===== src/rtl/uart2_rx_fifo.sv =====
// Receive-side byte FIFO sitting directly behind the UART receiver.
// Bytes are captured on the receiver's one-cycle done strobe and held in a
// circular buffer. They are presented show-ahead on a valid/ready port.
// Fill level, an almost-full flag and a sticky overrun flag are also provided.
module uart2_rx_fifo #(
  parameter int DATA_W   = 8,
  parameter int DEPTH    = 16,
  parameter int AF_LEVEL = 12
) (
  input  logic                          clock,
  input  logic                          reset,
  input  logic [DATA_W-1:0]             rx_byte_in,
  input  logic                          rx_byte_valid,
  output logic [DATA_W-1:0]             rd_data,
  output logic                          rd_valid,
  input  logic                          rd_ready,
  output logic [$clog2(DEPTH):0]        count,
  output logic                          almost_full,
  output logic                          overflow,
  input  logic                          overflow_clear,
  input  logic                          flush
);

  localparam int ADDR_W = $clog2(DEPTH);

  // Count-width copies of the size parameters so comparisons stay width-matched.
  localparam logic [ADDR_W:0] DEPTH_C = DEPTH[ADDR_W:0];
  localparam logic [ADDR_W:0] AF_C    = AF_LEVEL[ADDR_W:0];

  logic [DATA_W-1:0] r_mem [DEPTH];
  logic [ADDR_W-1:0] r_wr_ptr;
  logic [ADDR_W-1:0] r_rd_ptr;
  logic [ADDR_W:0]   r_count;
  logic              r_overflow;

  logic w_full;
  logic w_pop;
  logic w_push;
  logic w_overrun;
  logic w_wr_en;

  // Handshake decode. A full FIFO still accepts a byte when a pop frees a slot
  // in the same cycle. Without that pop, the byte is dropped.
  always_comb begin
    w_full    = (r_count == DEPTH_C);
    w_pop     = (r_count != '0) & rd_ready;
    w_push    = rx_byte_valid & (~w_full | w_pop);
    w_overrun = rx_byte_valid & w_full & ~w_pop;
    w_wr_en   = w_push & ~flush & ~reset;
  end

  // Storage array. It is deliberately not reset; entries are only observed
  // once written.
  always_ff @(posedge clock) begin
    if (w_wr_en) begin
      r_mem[r_wr_ptr] <= rx_byte_in;
    end
  end

  // Pointers, fill level and the sticky overrun flag.
  // Flush wins over push and pop, and leaves the overrun flag alone.
  always_ff @(posedge clock) begin
    if (reset) begin
      r_wr_ptr   <= '0;
      r_rd_ptr   <= '0;
      r_count    <= '0;
      r_overflow <= 1'b0;
    end else if (flush) begin
      r_wr_ptr <= '0;
      r_rd_ptr <= '0;
      r_count  <= '0;
    end else begin
      if (w_push) begin
        r_wr_ptr <= r_wr_ptr + 1'b1;
      end
      if (w_pop) begin
        r_rd_ptr <= r_rd_ptr + 1'b1;
      end
      if (w_push & ~w_pop) begin
        r_count <= r_count + 1'b1;
      end else if (w_pop & ~w_push) begin
        r_count <= r_count - 1'b1;
      end
      // A new overrun takes precedence over a clear in the same cycle.
      if (w_overrun) begin
        r_overflow <= 1'b1;
      end else if (overflow_clear) begin
        r_overflow <= 1'b0;
      end
    end
  end

  // Show-ahead read port; the status flags are derived from the registered count.
  always_comb begin
    rd_data     = r_mem[r_rd_ptr];
    rd_valid    = (r_count != '0);
    count       = r_count;
    almost_full = (r_count >= AF_C);
    overflow    = r_overflow;
  end

endmodule


===== config.mk =====
export PLATFORM = sky130hd
export DESIGN_NAME = uart2_rx_fifo
export DESIGN_NICKNAME = d
export VERILOG_FILES = /design/src/rtl/uart2_rx_fifo.sv
export SDC_FILE = /design/constraint.sdc
export NUM_CORES = 1
export LEC_CHECK = 0
export ABC_AREA = 1
export CAP_MARGIN = 5
export CORE_MARGIN = 2
export CORE_UTILIZATION = 45
export DETAILED_ROUTE_END_ITERATION = 12
export SYNTH_ARGS = -nofsm -noshare
export SYNTH_HDL_FRONTEND = slang
export SYNTH_SLANG_ARGS = --single-unit

===== constraint.sdc =====
create_clock -name clock -period 5.4 [get_ports clock]
set_input_delay 1.08 -clock clock [delete_from_list [all_inputs] [get_ports clock]]
set_output_delay 1.08 -clock clock [all_outputs]
set_load 0.02 [all_outputs]

## After elaboration in Yosys (flattened, before gate mapping)

Memories as Yosys holds them, arrays and structs flattened. A register that Yosys moved wholly into a read port is not among the register bits.
Cells that the tools add are included.

| operators by class | value |
|---|---|
| shift-type cells | 0 |
| magnitude comparators | 1 |
| eq/ne operators | 1 |
| multiply operators | 0 |
| reductions and logical operators | 5 |
| bitwise gates (word level) | 14 |
| add/sub/neg operators | 4 |
| div/mod/pow operators | 0 |
| multiplexer cells | 8 |

Operator list:

| operator | count |
|---|---|
| 5-bit 2-to-1 mux | 2 |
| 4-bit by 1-bit adder with 4-bit output (second input constant) | 2 |
| 1-bit bitwise AND | 8 |
| 4-bit 2-to-1 mux | 2 |
| 5-bit by 1-bit adder with 5-bit output (second input constant) | 1 |
| 5-bit equality test (second input constant) | 1 |
| 5-bit by 4-bit >= comparator with 1-bit output (second input constant) | 1 |
| 1-bit inverter | 5 |
| 5-bit nonzero test | 1 |
| 5-bit by 1-bit subtractor with 5-bit output (second input constant) | 1 |
| 1-bit 2-to-1 mux | 4 |
| 2-bit nonzero test | 2 |
| 2-bit AND reduction | 1 |
| 2-bit OR reduction | 1 |
| 1-bit OR | 1 |

| word-level totals | value |
|---|---|
| word-level logic and storage cells | 38 |
| input bits | 14 |
| memory bits (read-only) | 0 |
| memories kept | 1 |
| memory bits (writable) | 128 |
| output and inout bits | 16 |
| flip-flop bits (word level) | 14 |
| bits in latches | 0 |

Memories:

| name | words | bits a word | read ports | clocked after memory_dff | wr ports | line | text |
|---|---|---|---|---|---|---|---|
| r_mem | 16 | 8 | 1 | 1 | 1 | 30 | `logic [DATA_W-1:0] r_mem [DEPTH];` |

## Depth between registers and ports, before layout

Gate-level depths: netlist of run 1.

| depth | value |
|---|---|
| depth in word-level cells | 8 |
| depth in mapped cells | 16 |
| depth with buffers taken out | 16 |

## Worst setup path before layout of run 1

Ideal clock, no wire load.

| timing | value |
|---|---|
| path type | input to register |
| from | input port rd_ready |
| to | register r_count[3] (netlist: count[3]) |
| setup time | 0.115 ns |
| cell stages on the path | 13 |
| path buffers | 0 |
| slack | 2.761 ns |
| data arrival time | 2.523 ns |
| required time | 5.285 ns |
| cells stage by stage | nor2_1 -> nand3_1 -> nand2_1 -> inv_1 -> ha_1 -> inv_1 -> ha_1 -> a21oi_1 -> nand2_1 -> nand2_1 -> nand2_1 -> o21ai_0 -> inv_1 |

| on the way | value |
|---|---|
| cells in the longest elaborated chain, start to end | 6 |
| elaborated cells on any way between the ends | 9 |
| those cells by class | mux: 1; bitwise: 7; reduce/logical: 1 |

Ends and longest elaborated chain:

| element | line | text |
|---|---|---|
| from (decl) | 16 | `input logic rd_ready,` |
| 1-bit bitwise AND * | 46 | `w_pop = (r_count != '0) & rd_ready;` |
| 1-bit OR | 47 | `w_push = rx_byte_valid & (~w_full \| w_pop);` |
| 1-bit bitwise AND | 47 |  |
| 1-bit inverter | 81 | `end else if (w_pop & ~w_push) begin` |
| 1-bit bitwise AND | 81 |  |
| 2-bit nonzero test (no source line) | - |  |
| to (signal assigned) | 80 | `r_count <= r_count + 1'b1;` |
| to (signal assigned) | 82 | `r_count <= r_count - 1'b1;` |
| to (decl) | 33 | `logic [ADDR_W:0] r_count;` |

Mark *: on every way between the ends. The rest lies on a longest branch, timed or not.
A chain may end at the register's enable or synchronous reset.

==> results of run 1 <==
## metrics by stage
| stage | total power [mW] | area (um^2) | instances | setup WS [ns] |
|---|---|---|---|---|
| floorplan | 1.46 | 6220 | 561 | 2.76 |
| global placement | 1.55 | 6620 | 748 | 1.72 |
| detailed placement | 1.55 | 6620 | 748 | 1.71 |
| CTS | 2.71 | 7230 | 780 | 1.25 |
| global route | 2.79 | 7230 | 780 | 0.995 |
| finish | 2.70 | 7230 | 780 | 1.30 |
## state kept, by name (all words and copies together), names as in the netlist, named ones only
name	flops
count	5
overflow	1
r_mem	128
r_rd_ptr	4
r_wr_ptr	4
## cell type report
| class | instances | share of cell area [%] |
|---|---|---|
| tap | 176 | 3.04 |
| timing repair buffer | 37 | 4.84 |
| multi-input combinational | 337 | 22.9 |
| clock buffer | 26 | 7.94 |
| inverter | 52 | 2.70 |
| clock inverter | 6 | 0.484 |
| sequential | 146 | 58.1 |
## cell usage after synthesis
| cell type | instances |
|---|---|
| edfxtp_1 | 128 |
| nand2_1 | 92 |
| nor2_1 | 82 |
| nand3_1 | 58 |
| inv_1 | 50 |
| o21ai_0 | 33 |
| o211ai_1 | 24 |
| dfxtp_1 | 18 |
| a21oi_1 | 13 |
| buf_2 | 12 |
| ha_1 | 10 |
| buf_6 | 8 |
| nor3_1 | 8 |
| o21ai_1 | 8 |
| clkbuf_1 | 6 |
| xor2_1 | 4 |
| xnor2_1 | 3 |
| inv_2 | 2 |
| fa_1 | 1 |
| nand3b_1 | 1 |
## worst max-delay path: stages (launching register included)
cell and delay [ns]:
dfxtp_2 0.75, buf_4 0.58, nor2_1 0.10, nor2_1 0.10, o21ai_0 0.10, nand3_1 0.10, nand3_1 0.12, nand2_1 0.11
clkdlybuf4s50_1 0.60
## routing by layer
layer	routed length (um)	share of wire (%)	vias to the layer above
met4	372	2.8	0
met3	730	5.5	29
met2	6140	46	119
met1	5980	45	1969
li1	-	-	1990
met5	0	0	-
## kinds of logic (layout without fill, tap and decap cells)
| kind of cell | after synthesis | count (layout) |
|---|---|---|
| AND/OR/NAND/NOR | 241 | 241 |
| XOR/XNOR | 7 | 7 |
| AO/OA/AOI/OAI | 78 | 78 |
| buffers and inverters | 78 | 121 |
| flip-flops | 146 | 146 |
| adder cells (fa/ha/maj) | 11 | 11 |
## worst paths after layout
kind | startpoint | to | cells after the start
worst max-delay path | register | rd_data[6] | 8
worst min register to register | overflow$_SDFFE_PP0P_ | overflow$_SDFFE_PP0P_ | 2
worst min-delay path | overflow$_SDFFE_PP0P_ | overflow$_SDFFE_PP0P_ | 2
worst max register to register | count[4]$_SDFFE_PP0P_ | count[3]$_SDFFE_PP0P_ | 14
## where the power goes
group / internal, mW / switching (mW) / leakage, nW
Sequential: 1.24 / 0.0189 / 1.30
Combinational: 0.102 / 0.168 / 1.01
Clock: 0.732 / 0.438 / 0.307
Total: 2.07 / 0.625 / 2.61
==> key figures, run 1 <==
Clock tree
  • CTS tree: done
  • Post-CTS setup buffers: 0
  • PostCTS Resize Cnt: 0
  • Clock buffer depth: 2
  • H-tree Lvls: 4
  • Hold_buf cts: 0
  • Clk root buf: clkbuf_16
  • CTS Sinks: roughly 150
  • Clock Latency Late Sink: approximately 0.43 ns
  • CTS clock-pin slew for the worst setup and hold paths: ~0.060 ns
  • CTS buffer count: 17

Floorplan
  • Num rows: 42
  • Die Height: approximately 120 um
  • Core Region: ~13000 um^2
  • Die width: between 100 and 150 um
  • Initial Util: between 40 and 50%
  • Die area: between 10000 and 15000 um^2
  • Top Ports: 30

Synth
  • Synth top area cells: edfxtp_1 (62%), dfxtp_1 (5.8%), nand2_1 (5.6%), nor2_1 (4.9%), nand3_1 (4.7%)
  • Post-synth top area share: between 60% and 70%
  • Mux cell area share after synthesis: 0%
  • FF+latch count, synth: approximately 150
  • Post-synthesis sequential area ratio: a little under 70%
  • Cell variety after synth: 20
  • Post-synth top area cell: edfxtp_1
  • Syn avg cell area: about 11 um^2
  • Synth Area in Adders: under 10%
  • Compound-Gate Fraction of Synth Area: approximately 7.2%
  • Cell area after synthesis: 6220 um^2
  • Post-Synth XOR/XNOR Area: less than 1%
  • Largest family of logic cells by synthesized area: simple AND/OR/NAND/NOR gates
  • Post-Synth Simple-Gate Area: roughly 16%
  • Cells after Synth: 561
  • Mapped Nets: 586
  • Yosys warns: 0

Detailed routing
  • Vias per inst: roughly 5.3
  • Post-Route WL: between 10000 and 15000 um
  • DR iter-0 viols: roughly 380
  • Post-route ant nets: 0
  • DR WL/cell: 16.9 um
  • DR pass1 iterations: 5
  • DR vias: 4107
  • DRC errors left: 0

GRT
  • Overflow after GRT: 0
  • Met1 Use GR: between 20% and 30%
  • GR Util met2: about 29%
  • Largest net degree at the start of global routing: 59
  • Initial antenna violation count: 0
  • Busiest grt layer: met2
  • First-pass GRT wire length: between 20000 and 25000 um
  • Tot GR Track Use: approximately a fifth
  • Vias in the first global route: a little under 4000
  • GR Util met3: around 5.0%

Setup path
  • Required @ worst endpoint: 4.32 ns
  • Crit path kind: reg2out
  • CP arrival: slightly above 3 ns
  • CP Capture Type: output pin
  • R2r setup slk: approximately 2.8 ns
  • Startpoint types: register
  • CP Max Fanout: 54

Timing
  • Fmax: 244 MHz
  • Max Slew Vio Count: 0
  • Tmin final: around 4.1 ns
  • Worst Tran Pin Value: approximately 1.2 ns
  • Final setup fails: 0
  • Fin Clk Skew: 0.00765 ns
  • WHS: around 0.5 ns
  • Final hold viol count: 0
  • Post-route clock period utilization: around three quarters
  • Setup TNS: 0 ns
  • RSZ-0062 raised after global routing: no
  • Slew margin rel.: around a fifth

Place
  • Port Buffers: 29
  • Routability cong.: ~0.85
  • Post-DP HPWL: 8290 um

Power
  • Peak VDD IR: between 0.2 and 0.25 mV
  • Pwr dens: approximately 370 nW/um^2
  • Leak: between 2 and 3 nW

Flow run
  • MaxCap Viol Count: 0

Layout
  • Area Growth Syn to Fin: 16.3%
  • # diodes: 0
  • Area of the multi-input gates: around 1700 um^2
  • Util after Layout: 54.2%
  • Commonest non-fill, non-tap cell in the layout: edfxtp_1
  • Final nets: between 600 and 700
  • Sequential Area: ~4200 um^2
  • Share of post-route cells with drive strength above 1: under 10%
  • FILL cells: between 1000 and 1500
  • Most frequent cells in the layout: edfxtp_1 (128), nand2_1 (92), nor2_1 (82)

Outcome
  • Status: finished, final reports clean

Hold path
  • Hold Path Class: reg2reg
Power figures use the tool's default switching activity.
==> run 2: changes to the inputs <==
Clock period 5.4 ns to 3.3 ns, I/O delays scaled along.
==> key figures, run 2 (synthesis results as in run 1) <==
Floorplan
  • Die width: 122 um (unchanged)
  • Core Region: 13300 um^2 (unchanged)
  • Initial Util: 46.6% (unchanged)
  • Num rows: 42 (unchanged)
  • Top Ports: 30 (unchanged)
  • Die area: 14800 um^2 (unchanged)
  • Die Height: 122 um (unchanged)

Timing
  • RSZ-0062 raised after global routing: no (unchanged)
  • Fmax: approximately 320 MHz
  • Max Slew Vio Count: 0 (unchanged)
  • Slew margin rel.: 52.3% (was 19.4%)
  • Setup TNS: 0 ns (unchanged)
  • Post-route clock period utilization: 93.9%
  • Fin Clk Skew: 0.00818 ns (was 0.00765 ns)
  • Final hold viol count: 0 (unchanged)
  • Min setup slack post-route: 0.202 ns (was 1.30 ns)
  • Tmin final: 3.10 ns
  • Worst Tran Pin Value: 0.712 ns (was 1.20 ns)
  • Final setup fails: 0 (unchanged)

Layout
  • Max reg flops: 128 (unchanged)
  • Share of post-route cells with drive strength above 1: 8.86% (was 6.95%)
  • Final nets: 633 (was 616)
  • Area Growth Syn to Fin: 19.3% (was 16.3%)
  • # diodes: 0 (unchanged)
  • Most frequent cells in the layout: edfxtp_1 (128), nand2_1 (92), nor2_1 (82) (unchanged)
  • Biggest register: r_mem (unchanged)
  • FILL cells: 1186 (was 1146)
  • Commonest non-fill, non-tap cell in the layout: edfxtp_1 (unchanged)
  • Final Non-Filler Cells: 797 (was 780)

GRT
  • Tot GR Track Use: 19.8% (was 19.4%)
  • Overflow after GRT: 0 (unchanged)
  • Vias in the first global route: 4010 (was 3964)
  • First-pass GRT wire length: 21400 um (was 21100 um)
  • Largest net degree at the start of global routing: 47 (was 59)
  • Initial antenna violation count: 0 (unchanged)

Detailed routing
  • Post-Route WL: 13400 um (was 13200 um)
  • DR pass1 iterations: 4 (was 5)
  • DRC errors left: 0 (unchanged)
  • Vias per inst: 5.18 (was 5.27)
  • DR WL/cell: 16.8 um (was 16.9 um)
  • DR iter-0 viols: 369 (was 384)
  • DR vias: 4126 (was 4107)
  • Post-route ant nets: 0 (unchanged)

Setup path
  • Startpoint types: register (unchanged)
  • RR Endpoint: count[3]$_SDFFE_PP0P_ (unchanged)
  • R2r setup slk: 1.07 ns (was 2.77 ns)
  • CP Capture Type: output pin (unchanged)
  • CP arrival: 2.44 ns (was 3.02 ns)
  • Worst r2r path cells: 12 (was 14)
  • CP Max Fanout: 43 (was 54)
  • Required @ worst endpoint: 2.64 ns (was 4.32 ns)
  • Worst r2r src: count[0]$_SDFFE_PP0P_ (was count[4]$_SDFFE_PP0P_)
  • Crit path kind: reg2out (unchanged)

Hold path
  • Worst Hold End: r_wr_ptr[3]$_SDFFE_PP0N_ (was overflow$_SDFFE_PP0P_)
  • Worst Hold Launch: r_wr_ptr[3]$_SDFFE_PP0N_ (was overflow$_SDFFE_PP0P_)
  • Hold Path Class: reg2reg (unchanged)
  • WHS Path Cells: 2 (unchanged)

Place
  • Post-DP HPWL: 8530 um (was 8290 um)
  • Port Buffers: 29 (unchanged)
  • Routability cong.: 0.766 (was 0.852)
  • Worst slack, placed: 0.473 ns (was 1.71 ns)
  • Placed cells: 765 (was 748)

Clock tree
  • H-tree Lvls: 4 (unchanged)
  • Post-CTS setup buffers: 0 (unchanged)
  • Clk root buf: clkbuf_16 (unchanged)
  • Hold_buf cts: 0 (unchanged)
  • Clock Latency Late Sink: 0.42 ns (was 0.43 ns)
  • CTS tree: done (unchanged)
  • Clock buffer depth: 2 (unchanged)
  • CTS clock-pin slew for the worst setup and hold paths: 0.06 ns (about the same)
  • CTS Sinks: 146 (unchanged)
  • CTS buffer count: 17 (unchanged)
  • PostCTS Resize Cnt: 0 (unchanged)

Power
  • Pwr dens: 635 nW/um^2 (was 373 nW/um^2)
  • Peak VDD IR: 0.311 mV (was 0.223 mV)
  • Leak: 2.71 nW (was 2.61 nW)

Flow run
  • MaxCap Viol Count: 0 (unchanged)

Outcome
  • Status: finished, final reports clean (unchanged)
-- run 2: cell count changes in the layout (fill, tap and decap cells not counted), sizes merged --
cell,change
inv,-1
clkbuf,-6
buf,+17
clkinv,-1
clkinvlp,+1
bufinv,+7
-- run 2: how the worst max path moves through the flow --
stage               slack [ns]  startpoint                     to  depth (start not counted)
floorplan                 1.08    rd_ready  count[3]$_SDFFE_PP0P_                         13
detailed placement        0.47    rd_ready  count[3]$_SDFFE_PP0P_                         14
finish                    0.20    register             rd_data[2]                          8
global route              0.05    register             rd_data[7]                          8
CTS                       0.18    register             rd_data[2]                          8
global placement          0.51    rd_ready  count[3]$_SDFFE_PP0P_                         14
-- run 2: layer usage --
metal	vias up	track usage, %	routed length, um
met3	22	4.40	560
met5	-	0	0
met4	0	8.12	233
li1	2025	-	-
met2	98	31.0	6370
met1	1981	27.1	6260
-- run 2: per-stage QoR --
step                util (%)  hold WS [ns]  instance area (um^2)  power, mW
floorplan                  -         0.472                  6220       2.39
global placement        50.5         0.486                  6750       2.55
detailed placement      50.5         0.488                  6750       2.56
CTS                     55.6         0.501                  7420       4.75
global route            55.6         0.525                  7420       4.89
finish                  55.6         0.498                  7420       4.71
-- run 2: critical path: stages (launching register included) --
cell and delay (ns):
dfxtp_2 0.35, buf_4 0.38, nor2_1 0.09, nor2_1 0.10, o21ai_0 0.10, nand3_1 0.09, nand3_1 0.13, nand2_1 0.14
clkdlybuf4s50_1 0.61
-- run 2: report_power, final --
part	leakage (nW)	internal (mW)	total (mW)	switching, mW
Combinational	1.09	0.176	0.471	0.296
Sequential	1.30	2.03	2.05	0.0207
Clock	0.323	1.48	2.19	0.710
-- run 2: final cells by class --
cell class	count	area (um^2)	area share, %
tap	176	220	2.97
timing repair buffer	54	478	6.44
sequential	146	4210	56.7
inverter	52	195	2.63
multi-input combinational	337	1650	22.2
clock inverter	12	235	3.17
clock buffer	20	437	5.89
==> run 3: changes to the inputs <==
Settings changed: ABC_AREA 1 to 0, PLACE_DENSITY set to 0.65.
==> key figures, run 3 <==
Synth
  • Post-synth top cells: edfxtp_1 (128), mux4_2 (32), nor2_1 (32), dfxtp_1 (18), a22oi_1 (16) (was edfxtp_1 (128), nand2_1 (92), nor2_1 (82), nand3_1 (58), inv_1 (50))
  • Post-synth top area share: 66.5% (was 61.8%)
  • Synth top area cells: edfxtp_1 (66%), mux4_2 (12%), dfxtp_1 (6.2%), ha_1 (2.2%), a22oi_1 (2.1%) (was edfxtp_1 (62%), dfxtp_1 (5.8%), nand2_1 (5.6%), nor2_1 (4.9%), nand3_1 (4.7%))
  • Post-synth top area cell: edfxtp_1 (unchanged)
  • Syn avg cell area: 18.0 um^2 (was 11.1 um^2)
  • Mapped Nets: 346 (was 586)
  • Cell variety after synth: 35 (was 20)
  • Ys flop type: edfxtp_1 (unchanged)
  • Post-synth ARST share: 0% (unchanged)
  • Cells after Synth: 321 (was 561)
  • Yosys warns: 0 (unchanged)
  • Cell area after synthesis: 5780 um^2 (was 6220 um^2)
  • Number of flops mapped to enable cells by yosys: 128 (unchanged)
  • Dominant cell by count in the synthesized netlist: edfxtp_1 (unchanged)
  • Post-synthesis sequential area ratio: 72.7% (was 67.6%)
  • FF+latch count, synth: 146 (unchanged)

Flow run
  • MaxCap Viol Count: 0 (unchanged)

Timing
  • Worst Tran Pin Value: 1.16 ns (was 0.712 ns)
  • Setup TNS: 0 ns (unchanged)
  • RSZ-0062 raised after global routing: no (unchanged)
  • Max Slew Vio Count: 0 (unchanged)
  • Tmin final: 3.14 ns (was 3.10 ns)
  • Slew margin rel.: 22.7% (was 52.3%)
  • WHS: 0.486 ns (was 0.498 ns)
  • Fmax: 319 MHz (was 323 MHz)
  • Final setup fails: 0 (unchanged)
  • Fin Clk Skew: 0.00531 ns (was 0.00818 ns)
  • Post-route clock period utilization: 95.1% (was 93.9%)
  • Final hold viol count: 0 (unchanged)

Place
  • Port Buffers: 29 (unchanged)
  • Post-DP HPWL: 7360 um (was 8530 um)
  • Routability cong.: 0.799 (was 0.766)

Setup path
  • Crit path kind: reg2out (unchanged)
  • CP Capture Type: output pin (unchanged)
  • CP arrival: 2.48 ns (was 2.44 ns)
  • R2r setup slk: 0.26 ns (was 1.07 ns)
  • Crit path largest cell delay: 0.54 ns (was 0.61 ns)
  • Required @ worst endpoint: 2.64 ns (about the same)
  • Startpoint types: register (unchanged)
  • CP Max Fanout: 16 (was 43)
  • Slowest cell on the critical path: clkdlybuf4s50_1 (unchanged)
  • Worst path cell trace: buf_12 > mux4_2 > a22oi_1 > nand2_1 > clkdlybuf4s50_1 (was buf_4 > nor2_1 > nor2_1 > o21ai_0 > nand3_1 > nand3_1 > nand2_1 > clkdlybuf4s50_1)
  • Worst r2r path cells: 9 (was 12)
  • Worst r2r src: count[0]$_SDFFE_PP0P_ (unchanged)
  • RR Endpoint: count[4]$_SDFFE_PP0P_ (was count[3]$_SDFFE_PP0P_)

Floorplan
  • Die Height: 117 um (was 122 um)
  • Num rows: 41 (was 42)
  • Top Ports: 30 (unchanged)
  • Initial Util: 46.0% (was 46.6%)
  • Die width: 117 um (was 122 um)
  • Die area: 13800 um^2 (was 14800 um^2)
  • Core Region: 12600 um^2 (was 13300 um^2)

Detailed routing
  • DR WL/cell: 21.1 um (was 16.8 um)
  • Vias per inst: 5.48 (was 5.18)
  • DR pass1 iterations: 5 (was 4)
  • DR vias: 3077 (was 4126)
  • DRC errors left: 0 (unchanged)
  • Post-route ant nets: 0 (unchanged)
  • DR iter-0 viols: 342 (was 369)
  • Post-Route WL: 11800 um (was 13400 um)

Clock tree
  • H-tree Lvls: 4 (unchanged)
  • Clock buffer depth: 2 (unchanged)
  • Clk root buf: clkbuf_16 (unchanged)
  • CTS tree: done (unchanged)
  • Clock Latency Late Sink: 0.41 ns (was 0.42 ns)
  • CTS buffer count: 17 (unchanged)
  • Post-CTS setup buffers: 0 (unchanged)
  • Hold_buf cts: 0 (unchanged)
  • CTS clock-pin slew for the worst setup and hold paths: 0.06 ns (about the same)
  • CTS Sinks: 146 (unchanged)

Layout
  • Most frequent cells in the layout: edfxtp_1 (128), mux4_2 (32), nor2_1 (32) (was edfxtp_1 (128), nand2_1 (92), nor2_1 (82))
  • # diodes: 0 (unchanged)
  • Biggest register: r_mem (unchanged)
  • FILL cells: 1013 (was 1186)
  • Max reg flops: 128 (unchanged)
  • Commonest non-fill, non-tap cell in the layout: edfxtp_1 (unchanged)
  • Share of post-route cells with drive strength above 1: 22.1% (was 8.86%)
  • Final nets: 402 (was 633)
  • Area of the multi-input gates: 1500 um^2 (was 1650 um^2)
  • Sequential Area: 4210 um^2 (about the same)
  • Area Growth Syn to Fin: 20.8% (was 19.3%)

Power
  • Leak: 2.29 nW (was 2.71 nW)
  • Peak VDD IR: 0.368 mV (was 0.311 mV)
  • Pwr dens: 609 nW/um^2 (was 635 nW/um^2)

GRT
  • Initial antenna violation count: 0 (unchanged)
  • Largest net degree at the start of global routing: 33 (was 47)
  • First-pass GRT wire length: 18300 um (was 21400 um)
  • Tot GR Track Use: 18.3% (was 19.8%)
  • Overflow after GRT: 0 (unchanged)
  • Vias in the first global route: 3202 (was 4010)

Hold path
  • Worst Hold End: overflow$_SDFFE_PP0P_ (was r_wr_ptr[3]$_SDFFE_PP0N_)
  • WHS Path Cells: 2 (unchanged)
  • Worst Hold Launch: overflow$_SDFFE_PP0P_ (was r_wr_ptr[3]$_SDFFE_PP0N_)
  • Hold Path Class: reg2reg (unchanged)

Outcome
  • Status: finished, final reports clean (unchanged)
-- run 3: area by class of cell --
type | count | share of cell area, %
Inverter | 7 | 0.376
Timing Repair Buffer | 50 | 6.95
Clock inverter | 14 | 1.74
Clock buffer | 18 | 6.14
Sequential cell | 146 | 60.2
Multi-Input combinational cell | 155 | 21.5
Tap cell | 172 | 3.08
-- run 3: logic make-up (layout without fill, tap and decap cells) --
family / count (synthesis) / after routing / synth area share, %
DFF: 146 / 146 / 72.7
and+or+nand+nor: 69 / 69 / 5.60
AOI/OAI and AO/OA: 35 / 35 / 4.13
muxes: 33 / 33 / 12.6
buffers and inverters: 20 / 89 / 1.36
adders and majority gates: 11 / 11 / 2.51
xor gates and xnor gates: 7 / 7 / 1.06
-- run 3: power breakdown --
group	switching, mW	internal [mW]	total [mW]	leakage, nW
Clock	0.682	1.09	1.77	0.263
Sequential	0.0266	2.03	2.05	1.30
Combinational	0.220	0.205	0.425	0.730
-- run 3: timing repair --
action                                 4_1_cts  5_1_grt
endpoints found under the hold margin        0        0
setup endpoints to repair                    0        4
resized for setup                            0        1
-- run 3: how the worst max path moves through the flow --
| stage | startpoint | end | slack, ns | depth (start not counted) |
|---|---|---|---|---|
| floorplan | count[0]$_SDFFE_PP0P_ | count[4]$_SDFFE_PP0P_ | 0.44 | 9 |
| global placement | rd_ready | count[4]$_SDFFE_PP0P_ | 0.17 | 10 |
| detailed placement | rd_ready | count[4]$_SDFFE_PP0P_ | 0.008 | 10 |
| CTS | register | rd_data[5] | 0.04 | 5 |
| global route | count[0]$_SDFFE_PP0P_ | count[4]$_SDFFE_PP0P_ | 0.03 | 9 |
| finish | register | rd_data[5] | 0.16 | 5 |
-- run 3: critical path, delay by kind of cell (launching register included) --
family                 cells  cell delay (ns)
buffers and inverters      2             0.74
AND/OR/NAND/NOR            1             0.08
multiplexers               1             0.51
AO/OA/AOI/OAI              1             0.29
flip-flops                 1             0.43
-- run 3: per-layer routing --
metal / up-vias / wire [um] / track usage (%)
met5: - / 0 / 0
met4: 0 / 163 / 6.25
met1: 1587 / 5060 / 24.4
li1: 1385 / - / -
met2: 92 / 5900 / 29.5
met3: 13 / 711 / 4.96
-- run 3: metrics by stage --
step,setup WS [ns],area [um^2],utilization (%),std cells,power [mW]
2_1_floorplan,0.444,5780,-,321,2.35
3_3_place_gp,0.168,6430,51.2,530,2.50
3_5_place_dp,0.00836,6430,51.2,530,2.52
4_1_cts,0.0359,6980,55.6,562,4.29
5_1_grt,0.0259,6990,55.6,562,4.41
6_report,0.161,6990,55.6,562,4.25
